[config.mk]
export PLATFORM = sky130hd
export DESIGN_NAME = bidir_serial_ctrl
export DESIGN_NICKNAME = d
export VERILOG_FILES = /design/src/rtl/bidir_serial_ctrl.sv
export SDC_FILE = /design/constraint.sdc
export NUM_CORES = 1
export LEC_CHECK = 0
export ABC_AREA = 1
export CORE_UTILIZATION = 60
export CTS_CLUSTER_SIZE = 30
export DETAILED_ROUTE_END_ITERATION = 10
export GPL_ROUTABILITY_DRIVEN = 0
export HOLD_SLACK_MARGIN = 0.03
export PLACE_DENSITY = 0.85
export SETUP_SLACK_MARGIN = 0.05
export SLEW_MARGIN = 10
export SYNTH_ARGS = -nofsm -noshare
export SYNTH_HDL_FRONTEND = slang
export SYNTH_SLANG_ARGS = --single-unit
[constraint.sdc]
create_clock -name clk -period 4.48 [get_ports clk]
set_input_delay 0.896 -clock clk [delete_from_list [all_inputs] [get_ports clk]]
set_output_delay 0.896 -clock clk [all_outputs]
set_load 0.02 [all_outputs]
[src/rtl/bidir_serial_ctrl.sv]
// Half-duplex single-wire serial transceiver feeding a bidirectional pad buffer.
// Define BIDIR_SERIAL_PARITY_EN to insert an even-parity bit before the stop bit.
module bidir_serial_ctrl #(
   parameter int DATA_W       = 8,
   parameter int CLKS_PER_BIT = 16,
   parameter int TURN_CYCLES  = 4
) (
   input  logic              clk,
   input  logic              rst,
   input  logic [DATA_W-1:0] tx_data,
   input  logic              tx_valid,
   output logic              tx_ready,
   output logic [DATA_W-1:0] rx_data,
   output logic              rx_valid,
   output logic              rx_err,
   output logic              busy,
   output logic              pad_t,
   output logic              pad_i,
   input  logic              pad_o
);
   localparam int TMAX = (CLKS_PER_BIT > TURN_CYCLES) ? CLKS_PER_BIT : TURN_CYCLES;
   localparam int TW   = $clog2(TMAX + 1);
   localparam int IW   = (DATA_W > 1) ? $clog2(DATA_W) : 1;
   localparam logic [TW-1:0] BIT_END  = TW'(CLKS_PER_BIT - 1);
   localparam logic [TW-1:0] HALF_END = TW'(CLKS_PER_BIT / 2 - 1);
   localparam logic [TW-1:0] TURN_END = TW'(TURN_CYCLES - 1);
   localparam logic [IW-1:0] LAST_IDX = IW'(DATA_W - 1);

   typedef enum logic [3:0] {
      IDLE, TX_START, TX_DATA,
`ifdef BIDIR_SERIAL_PARITY_EN
      TX_PAR,
`endif
      TX_STOP, TURN, RX_START, RX_DATA,
`ifdef BIDIR_SERIAL_PARITY_EN
      RX_PAR,
`endif
      RX_STOP
   } state_t;

   state_t              state_q, state_d;
   logic [TW-1:0]       timer_q, timer_d;
   logic [IW-1:0]       idx_q, idx_d, idx_nxt;
   logic [DATA_W-1:0]   tx_word_q, tx_word_d;
   logic [DATA_W-1:0]   rx_shift_q, rx_shift_d;
   logic [DATA_W:0]     rx_cat;
   logic [DATA_W-1:0]   rx_data_q, rx_data_d;
   logic                rx_valid_q, rx_valid_d;
   logic                rx_err_q, rx_err_d;
   logic                pad_t_q, pad_t_d;
   logic                pad_i_q, pad_i_d;
   logic                sync1_q, sync2_q, line_prev_q;
   logic                line_fall;
`ifdef BIDIR_SERIAL_PARITY_EN
   logic                rx_par_q, rx_par_d;
   logic                par_err_q, par_err_d;
`endif

   // Line idles high, so the synchroniser and edge flop reset to 1 to avoid a false start.
   always_ff @(posedge clk or posedge rst) begin
      if (rst) begin
         sync1_q     <= 1'b1;
         sync2_q     <= 1'b1;
         line_prev_q <= 1'b1;
      end else begin
         sync1_q     <= pad_o;
         sync2_q     <= sync1_q;
         line_prev_q <= sync2_q;
      end
   end

   assign line_fall = line_prev_q & ~sync2_q;

   always_comb begin
      state_d    = state_q;
      timer_d    = timer_q + TW'(1);
      idx_d      = idx_q;
      idx_nxt    = idx_q + IW'(1);
      tx_word_d  = tx_word_q;
      rx_shift_d = rx_shift_q;
      rx_cat     = {sync2_q, rx_shift_q};
      rx_data_d  = rx_data_q;
      rx_valid_d = 1'b0;
      rx_err_d   = rx_err_q;
      pad_t_d    = pad_t_q;
      pad_i_d    = pad_i_q;
`ifdef BIDIR_SERIAL_PARITY_EN
      rx_par_d   = rx_par_q;
      par_err_d  = par_err_q;
`endif
      case (state_q)
         IDLE: begin
            timer_d = '0;
            idx_d   = '0;
            if (tx_valid && tx_ready) begin
               tx_word_d = tx_data;
               pad_t_d   = 1'b1;
               pad_i_d   = 1'b0;
               state_d   = TX_START;
            end else if (line_fall) begin
`ifdef BIDIR_SERIAL_PARITY_EN
               rx_par_d = 1'b0;
`endif
               state_d = RX_START;
            end
         end
         TX_START: if (timer_q == BIT_END) begin
            timer_d = '0;
            pad_i_d = tx_word_q[0];
            state_d = TX_DATA;
         end
         TX_DATA: if (timer_q == BIT_END) begin
            timer_d = '0;
            if (idx_q == LAST_IDX) begin
`ifdef BIDIR_SERIAL_PARITY_EN
               pad_i_d = ^tx_word_q;
               state_d = TX_PAR;
`else
               pad_i_d = 1'b1;
               state_d = TX_STOP;
`endif
            end else begin
               idx_d   = idx_nxt;
               pad_i_d = tx_word_q[idx_nxt];
            end
         end
`ifdef BIDIR_SERIAL_PARITY_EN
         TX_PAR: if (timer_q == BIT_END) begin
            timer_d = '0;
            pad_i_d = 1'b1;
            state_d = TX_STOP;
         end
`endif
         TX_STOP: if (timer_q == BIT_END) begin
            timer_d = '0;
            pad_t_d = 1'b0;
            pad_i_d = 1'b1;
            state_d = TURN;
         end
         TURN: if (timer_q == TURN_END) state_d = IDLE;
         RX_START: if (timer_q == HALF_END) begin
            timer_d = '0;
            state_d = sync2_q ? IDLE : RX_DATA;
         end
         RX_DATA: if (timer_q == BIT_END) begin
            timer_d    = '0;
            rx_shift_d = rx_cat[DATA_W:1];
`ifdef BIDIR_SERIAL_PARITY_EN
            rx_par_d   = rx_par_q ^ sync2_q;
`endif
            if (idx_q == LAST_IDX) begin
`ifdef BIDIR_SERIAL_PARITY_EN
               state_d = RX_PAR;
`else
               state_d = RX_STOP;
`endif
            end else begin
               idx_d = idx_nxt;
            end
         end
`ifdef BIDIR_SERIAL_PARITY_EN
         RX_PAR: if (timer_q == BIT_END) begin
            timer_d   = '0;
            par_err_d = rx_par_q ^ sync2_q;
            state_d   = RX_STOP;
         end
`endif
         // rx_valid is presented while still in RX_STOP; IDLE (and tx_ready) follows it.
         RX_STOP: begin
            if (rx_valid_q) begin
               state_d = IDLE;
            end else if (timer_q == BIT_END) begin
               rx_valid_d = 1'b1;
               rx_data_d  = rx_shift_q;
`ifdef BIDIR_SERIAL_PARITY_EN
               rx_err_d   = ~sync2_q | par_err_q;
`else
               rx_err_d   = ~sync2_q;
`endif
            end
         end
         default: state_d = IDLE;
      endcase
   end

   always_ff @(posedge clk or posedge rst) begin
      if (rst) begin
         state_q    <= IDLE;
         timer_q    <= '0;
         idx_q      <= '0;
         tx_word_q  <= '0;
         rx_shift_q <= '0;
         rx_data_q  <= '0;
         rx_valid_q <= 1'b0;
         rx_err_q   <= 1'b0;
         pad_t_q    <= 1'b0;
         pad_i_q    <= 1'b1;
`ifdef BIDIR_SERIAL_PARITY_EN
         rx_par_q   <= 1'b0;
         par_err_q  <= 1'b0;
`endif
      end else begin
         state_q    <= state_d;
         timer_q    <= timer_d;
         idx_q      <= idx_d;
         tx_word_q  <= tx_word_d;
         rx_shift_q <= rx_shift_d;
         rx_data_q  <= rx_data_d;
         rx_valid_q <= rx_valid_d;
         rx_err_q   <= rx_err_d;
         pad_t_q    <= pad_t_d;
         pad_i_q    <= pad_i_d;
`ifdef BIDIR_SERIAL_PARITY_EN
         rx_par_q   <= rx_par_d;
         par_err_q  <= par_err_d;
`endif
      end
   end

   assign tx_ready = (state_q == IDLE);
   assign busy     = (state_q != IDLE);
   assign rx_data  = rx_data_q;
   assign rx_valid = rx_valid_q;
   assign rx_err   = rx_err_q;
   assign pad_t    = pad_t_q;
   assign pad_i    = pad_i_q;

endmodule
==> results.sh, run 1 <==
export IMPL_fin_crit_sh_pct=64.4
export IMPL_path_class="flip-flop to output pin"
export IMPL_cts_tree="done"
export IMPL_wl_per_cell_um=13.3
export IMPL_seq_area_frac_synth_pct=47.4
export IMPL_rsz0062_at_grt="no"
export IMPL_drt_wl_total_um=4150
export IMPL_cp_arrival_ns=1.99
export IMPL_p_switching_mw=0.529
export IMPL_dr_total_vias=1629
export IMPL_slowest_delay_ns=0.62
export IMPL_ctsHoldBuffers=0
export IMPL_hold_viol=0
export IMPL_cts_root_buf="clkbuf_8"
export IMPL_cp_slowest_cell="clkdlybuf4s50_1"
export IMPL_ios=26
export IMPL_slew_headroom_pct=46.3
export IMPL_syn_num_nets=257
export IMPL_switching_share_pct=42.0
export IMPL_grt_overflow_total=0
export IMPL_synth_cell_area_sq_um=2230
export IMPL_cts_clk_slew_worst_paths_ns=0.09
export IMPL_combPwrFrac_pct=37.1
export IMPL_worstMarginPinSlew_ns=0.805
export IMPL_first_pass_iters=4
export IMPL_fin_nets=282
export IMPL_critPathCaptureType="output pin"
export IMPL_fin_crit_ns=2.89
export IMPL_htree_levels=2
export IMPL_grt_pass1_vias=1630
export IMPL_hold_depth=0
export IMPL_drv_slew=0
export IMPL_critPathCapture="tx_ready"
export IMPL_cts_sinks=42
export IMPL_antenna_cells=0
export IMPL_antenna_found_initial=0
export IMPL_instances_no_fill=312
export IMPL_yosys_register_bits=42
export IMPL_vias_per_cell=5.22
export IMPL_placed_cells=304
export IMPL_setup_viol=0
export IMPL_syn2layout_area_growth_pct=14.0
export IMPL_drcViolationCount=0
export IMPL_startpoint_type="flip-flop"
export IMPL_hold_path_class="flip-flop to flip-flop"
export IMPL_post_cts_setup_buffers=0
export IMPL_start_util_pct=64.8
export IMPL_grt_pass1_wl_um=7390
export IMPL_drtIter0Drc=98
export IMPL_synthCells=240
export IMPL_fmax_mhz=347
export IMPL_dpl_instance_area_sq_um=2450
export IMPL_rr_endpoint="state_q[1]$_DFFE_PP0P_"
export IMPL_critPathMaxFanout=11
export IMPL_irDropWorstVdd_mv=0.305
export IMPL_drive_gt1_share_pct=22.9
export IMPL_timing_rr_start="timer_q[0]$_DFF_PP0_"
export IMPL_cts_buffer_depth=2
export IMPL_io_buffers=25
export IMPL_power_per_cell_area_nw_per_um2=495
export IMPL_die_w_um=63.0
export IMPL_grt_max_degree=23
export IMPL_avgSynthCellArea_sq_um=9.29
export IMPL_status="finished, final reports clean"
export IMPL_fp_dieH_um=63.0
export IMPL_p_leak_nw=1.19
export IMPL_dpl_hpwl_um=3010
export IMPL_clock_latency_ns=0.31
export IMPL_startpoint="state_q[1]$_DFFE_PP0P_"
export IMPL_cp_required_ns=3.58
export IMPL_synth_warnings=0
export IMPL_internal_power_mw=0.729
export IMPL_skew_ns=0.00876
export IMPL_synth_distinct_cells=33
export IMPL_path_cells="nor2_8 -> nand2_4 -> inv_4 -> clkdlybuf4s50_1"
export IMPL_design_area_sq_um=2540
export IMPL_p_seq_share_pct=42.4
export IMPL_core_area_sq_um=3440
export IMPL_die_area_sq_um=3960
export IMPL_finalSetupTns_ns=0
export IMPL_pwr_share_clk_pct=20.5
export IMPL_rows=21
export IMPL_rr_worst_depth=11
export IMPL_cts_repair_resized=0
export IMPL_cts_buffers_inserted=5
export IMPL_grt_util_all_layers_pct=24.4
export IMPL_ant_nets=0
export IMPL_r2r_slack_ns=2.30
export IMPL_maxCapViolCount=0
cell usage after synthesis, drive strengths merged:
library cell | count | share of area, %
nand3 | 28 | 7.9
inv | 29 | 5.8
a21oi | 2 | 0.45
dfrtp | 38 | 43
ha | 5 | 2.8
o21ai | 23 | 8.0
a31oi | 2 | 0.84
nor4 | 1 | 0.28
or2 | 1 | 0.28
xor2 | 1 | 0.39
buf | 8 | 4.3
dfstp | 4 | 4.7
nor2 | 18 | 5.5
nand3b | 1 | 0.90
nand2 | 76 | 14
o21bai | 1 | 0.34
clkinv | 1 | 0.17
o22ai | 1 | 0.28
worst max-delay path: cells and delay by family, from the launching register on:
family,cells,cell delay (ns)
buffers and inverters,2,0.75
flip-flops,1,0.61
AND/OR/NAND/NOR,2,0.32
sequential cells by signal, indices dropped and copies added, names as in the netlist:
name / flops
rx_data: 8
sync1_q: 1
pad_i: 1
idx_q: 3
sync2_q: 1
state_q: 3
pad_t: 1
rx_shift_q: 8
rx_err: 1
timer_q: 5
rx_valid: 1
line_prev_q: 1
tx_word_q: 8
cell families after synthesis:
group,Yosys count,synth area share [%]
AO/OA/AOI/OAI,29,9.93
flip-flops,42,47.4
adder cells (fa/ha/maj),5,2.81
XOR/XNOR,1,0.393
AND/OR/NAND/NOR,125,29.3
buffers and inverters,38,10.2
cell usage in the layout (no fill, tap or decap), drive strengths merged:
master / instances
nand2: 76
dfrtp: 38
inv: 30
nand3: 28
clkdlybuf4s50: 25
o21ai: 23
nor2: 18
ha: 5
clkbuf: 5
dfstp: 4
a21oi: 2
clkinvlp: 2
a31oi: 2
clkinv: 1
nor4: 1
nand3b: 1
or2: 1
xor2: 1
o21bai: 1
o22ai: 1
buf: 1
worst min path at each step:
stage	from	slack, ns	endpoint
floorplan	sync1_q$_DFF_PP1_	0.35	sync2_q$_DFF_PP1_
global route	sync1_q$_DFF_PP1_	0.37	sync2_q$_DFF_PP1_
detailed placement	sync1_q$_DFF_PP1_	0.35	sync2_q$_DFF_PP1_
global placement	sync1_q$_DFF_PP1_	0.35	sync2_q$_DFF_PP1_
finish	sync1_q$_DFF_PP1_	0.36	sync2_q$_DFF_PP1_
CTS	sync1_q$_DFF_PP1_	0.36	sync2_q$_DFF_PP1_
per-stage QoR:
step / utilization [%] / hold slack, ns / total power [mW] / worst slack, ns
global placement: 71.2 / 0.348 / 0.987 / 1.98
finish: 73.9 / 0.363 / 1.26 / 1.59
detailed placement: 71.2 / 0.352 / 1.00 / 1.94
floorplan: - / 0.345 / 0.943 / 2.62
global route: 73.9 / 0.371 / 1.34 / 1.54
CTS: 73.9 / 0.364 / 1.26 / 1.59
metal layers:
metal | up-vias | GRT usage [%] | routed length, um | share of wire [%]
li1 | 808 | - | - | -
met1 | 761 | 31.5 | 1870 | 45
met2 | 50 | 38.6 | 1950 | 47
met3 | 10 | 6.57 | 244 | 5.9
met4 | 0 | 10.5 | 82 | 2.0
met5 | - | 0 | 0 | 0
cell type report:
| cell class | count | area [sq um] |
|---|---|---|
| sequential | 42 | 1060 |
| multi-input combinational | 160 | 946 |
| fill | 253 | 900 |
| timing repair buffer | 26 | 258 |
| inverter | 30 | 133 |
| clock buffer | 5 | 68.8 |
| tap | 46 | 57.6 |
| clock inverter | 3 | 23.8 |
power by group through the flow:
stage                     registers (mW)  logic, mW  clock network [mW]
final                              0.533      0.467               0.257
after global routing               0.541      0.526               0.271
after CTS                          0.533      0.469               0.260
after detailed placement           0.539      0.464                   0
after global placement             0.534      0.453                   0
after floorplan                    0.475      0.467                   0
(Power assumes the default switching activity.)
==> run 2, diff against run 1 <==
--- a/config.mk
+++ b/config.mk
@@ -6,12 +6,12 @@
 export NUM_CORES = 1
 export LEC_CHECK = 0
 export ABC_AREA = 1
-export CORE_UTILIZATION = 60
+export CORE_UTILIZATION = 50
 export CTS_CLUSTER_SIZE = 30
 export DETAILED_ROUTE_END_ITERATION = 10
 export GPL_ROUTABILITY_DRIVEN = 0
 export HOLD_SLACK_MARGIN = 0.03
-export PLACE_DENSITY = 0.85
+export PLACE_DENSITY = 0.75
 export SETUP_SLACK_MARGIN = 0.05
 export SLEW_MARGIN = 10
 export SYNTH_ARGS = -nofsm -noshare
==> constraint.sdc (replaced) <==
create_clock -name clk -period 2.4 [get_ports clk]
set_input_delay 0.48 -clock clk [delete_from_list [all_inputs] [get_ports clk]]
set_output_delay 0.48 -clock clk [all_outputs]
set_load 0.02 [all_outputs]
==> run 2 against run 1 <==
Against the previous run: wire length is 4.9% lower; hold slack worse by 0.0053 ns; via count is 2.1% lower; utilization is 11 points lower; final cell count is 2.9% higher; worst setup slack worse by 1.4 ns; register-to-register slack worse by 1.7 ns; combinational power is 110% higher; clock power is 84% higher; count of clock-buffer cells in the layout is 1 higher; global-route usage is 5.0 points lower; critical endpoint unchanged; design area is 1.8% higher; largest cell class unchanged.
==> results.sh, run 2 (synthesis results as in run 1) <==
export IMPL_ctsHoldBuffers=0
export IMPL_cp_slowest_cell="clkdlybuf4s50_1"
export IMPL_vias_per_cell=4.97
export IMPL_fp_dieH_um=68.8
export IMPL_final_cell_mix="67 x nand2_1, 38 x dfrtp_1, 25 x clkdlybuf4s50_1"
export IMPL_combPwrFrac_pct=41.3
export IMPL_start_util_pct=53.8
export IMPL_drv_slew=0
export IMPL_dp_slack_ns=0.483
export IMPL_pwr_share_clk_pct=19.9
export IMPL_switching_share_pct=40.2
export IMPL_placed_cells=313
export IMPL_cts_buffers_inserted=5
export IMPL_slowest_delay_ns=0.62
export IMPL_antenna_cells=0
export IMPL_cp_arrival_ns=1.74
export IMPL_hold_path_class="flip-flop to flip-flop"
export IMPL_p_leak_nw=1.22
export IMPL_fmax_mhz=450
export IMPL_grt_util_all_layers_pct=19.4
export IMPL_cts_tree="done"
export IMPL_r2r_slack_ns=0.58
export IMPL_critPathCaptureType="output pin"
export IMPL_fin_nets=287
export IMPL_cts_root_buf="clkbuf_8"
export IMPL_cp_required_ns=1.92
export IMPL_drcViolationCount=0
export IMPL_io_buffers=25
export IMPL_grt_overflow_total=0
export IMPL_core_area_sq_um=4140
export IMPL_p_seq_share_pct=38.8
export IMPL_ios=26
export IMPL_drtIter0Drc=71
export IMPL_rows=23
export IMPL_maxCapViolCount=0
export IMPL_wl_per_cell_um=12.3
export IMPL_grt_pass1_wl_um=6620
export IMPL_finalSetupTns_ns=0
export IMPL_path_buf_inv=2
export IMPL_dpl_hpwl_um=2960
export IMPL_power_per_cell_area_nw_per_um2=915
export IMPL_cts_sinks=42
export IMPL_irDropWorstVdd_mv=0.620
export IMPL_ant_nets=0
export IMPL_critPathMaxFanout=11
export IMPL_setup_ws_ns=0.178
export IMPL_post_cts_setup_buffers=0
export IMPL_fin_crit_ns=2.22
export IMPL_instances_no_fill=321
export IMPL_hold_viol=0
export IMPL_final_common_cell="nand2_1"
export IMPL_n_fill_cell=355
export IMPL_clock_latency_ns=0.29
export IMPL_drt_wl_total_um=3940
export IMPL_path_cells="nor2_8 -> nand2_4 -> inv_4 -> clkdlybuf4s50_1"
export IMPL_antenna_found_initial=0
export IMPL_internal_power_mw=1.42
export IMPL_rsz0062_at_grt="no"
export IMPL_die_w_um=68.8
export IMPL_worstMarginPinSlew_ns=0.518
export IMPL_startpoint_type="flip-flop"
export IMPL_dr_total_vias=1594
export IMPL_slew_headroom_pct=65.5
export IMPL_setup_viol=0
export IMPL_first_pass_iters=4
export IMPL_syn2layout_area_growth_pct=16.0
export IMPL_grt_max_degree=43
export IMPL_cts_clk_slew_worst_paths_ns=0.08
export IMPL_cts_repair_resized=0
export IMPL_path_class="flip-flop to output pin"
export IMPL_hold_ws_ns=0.357
export IMPL_skew_ns=0.00624
export IMPL_grt_pass1_vias=1559
export IMPL_fin_crit_sh_pct=92.6
export IMPL_status="finished, final reports clean"
export IMPL_htree_levels=2
export IMPL_die_area_sq_um=4730
export IMPL_path_delay_family="buffers and inverters"
export IMPL_drive_gt1_share_pct=24.4
export IMPL_cts_buffer_depth=2
export IMPL_p_switching_mw=0.953
run 2: changes by cell type in the layout (fill, tap and decap cells not counted), sizes merged:
cell	delta
inv	-1
clkbuf	+1
buf	+5
clkinvlp	-1
clkinv	+1
run 2: path summary, 6_finish.rpt:
kind / from / end / cells after the start
worst max-delay path: state_q[0]$_DFFE_PP0P_ / tx_ready / 4
worst min-delay path: sync1_q$_DFF_PP1_ / sync2_q$_DFF_PP1_ / 0
worst max register to register: timer_q[0]$_DFF_PP0_ / rx_data[0]$_DFFE_PP0P_ / 9
worst min register to register: sync1_q$_DFF_PP1_ / sync2_q$_DFF_PP1_ / 0
max in group asynchronous: rst / line_prev_q$_DFF_PP1_ / 3
min in group asynchronous: rst / rx_shift_q[3]$_DFFE_PP0P_ / 3
run 2: power by group through the flow:
stage	Combinational (mW)	Sequential [mW]	Clock, mW
floorplan	0.872	0.887	0
global placement	0.959	0.929	0
detailed placement	0.985	0.931	0
CTS	0.987	0.919	0.487
global route	1.09	0.934	0.513
finish	0.977	0.919	0.472
run 2: worst register-to-register path, delay by kind of cell (launching register included):
kind,cells,cell delay (ns)
adders and majority gates,2,0.46
and+or+nand+nor,5,0.53
DFF,1,0.41
buffers and inverters,2,0.32
run 2: final cells by class:
| class | count | area (sq um) | share of cell area [%] |
|---|---|---|---|
| multi-input combinational | 160 | 946 | 36.6 |
| inverter | 30 | 133 | 5.13 |
| clock buffer | 6 | 82.6 | 3.19 |
| sequential | 42 | 1060 | 40.8 |
| tap | 50 | 62.6 | 2.42 |
| clock inverter | 2 | 12.5 | 0.484 |
| timing repair buffer | 31 | 295 | 11.4 |
run 2: per-stage QoR:
step | area, sq um | power [mW] | util (%)
detailed placement | 2490 | 1.92 | 60.1
global placement | 2490 | 1.89 | 60.1
floorplan | 2230 | 1.76 | -
finish | 2590 | 2.37 | 62.4
global route | 2590 | 2.54 | 62.4
CTS | 2590 | 2.39 | 62.4
run 2: layer usage:
metal / global-route usage (%) / routed length (um)
met5: 0 / 0
met4: 6.38 / 55
met3: 5.76 / 147
met2: 31.5 / 1820
met1: 24.8 / 1920
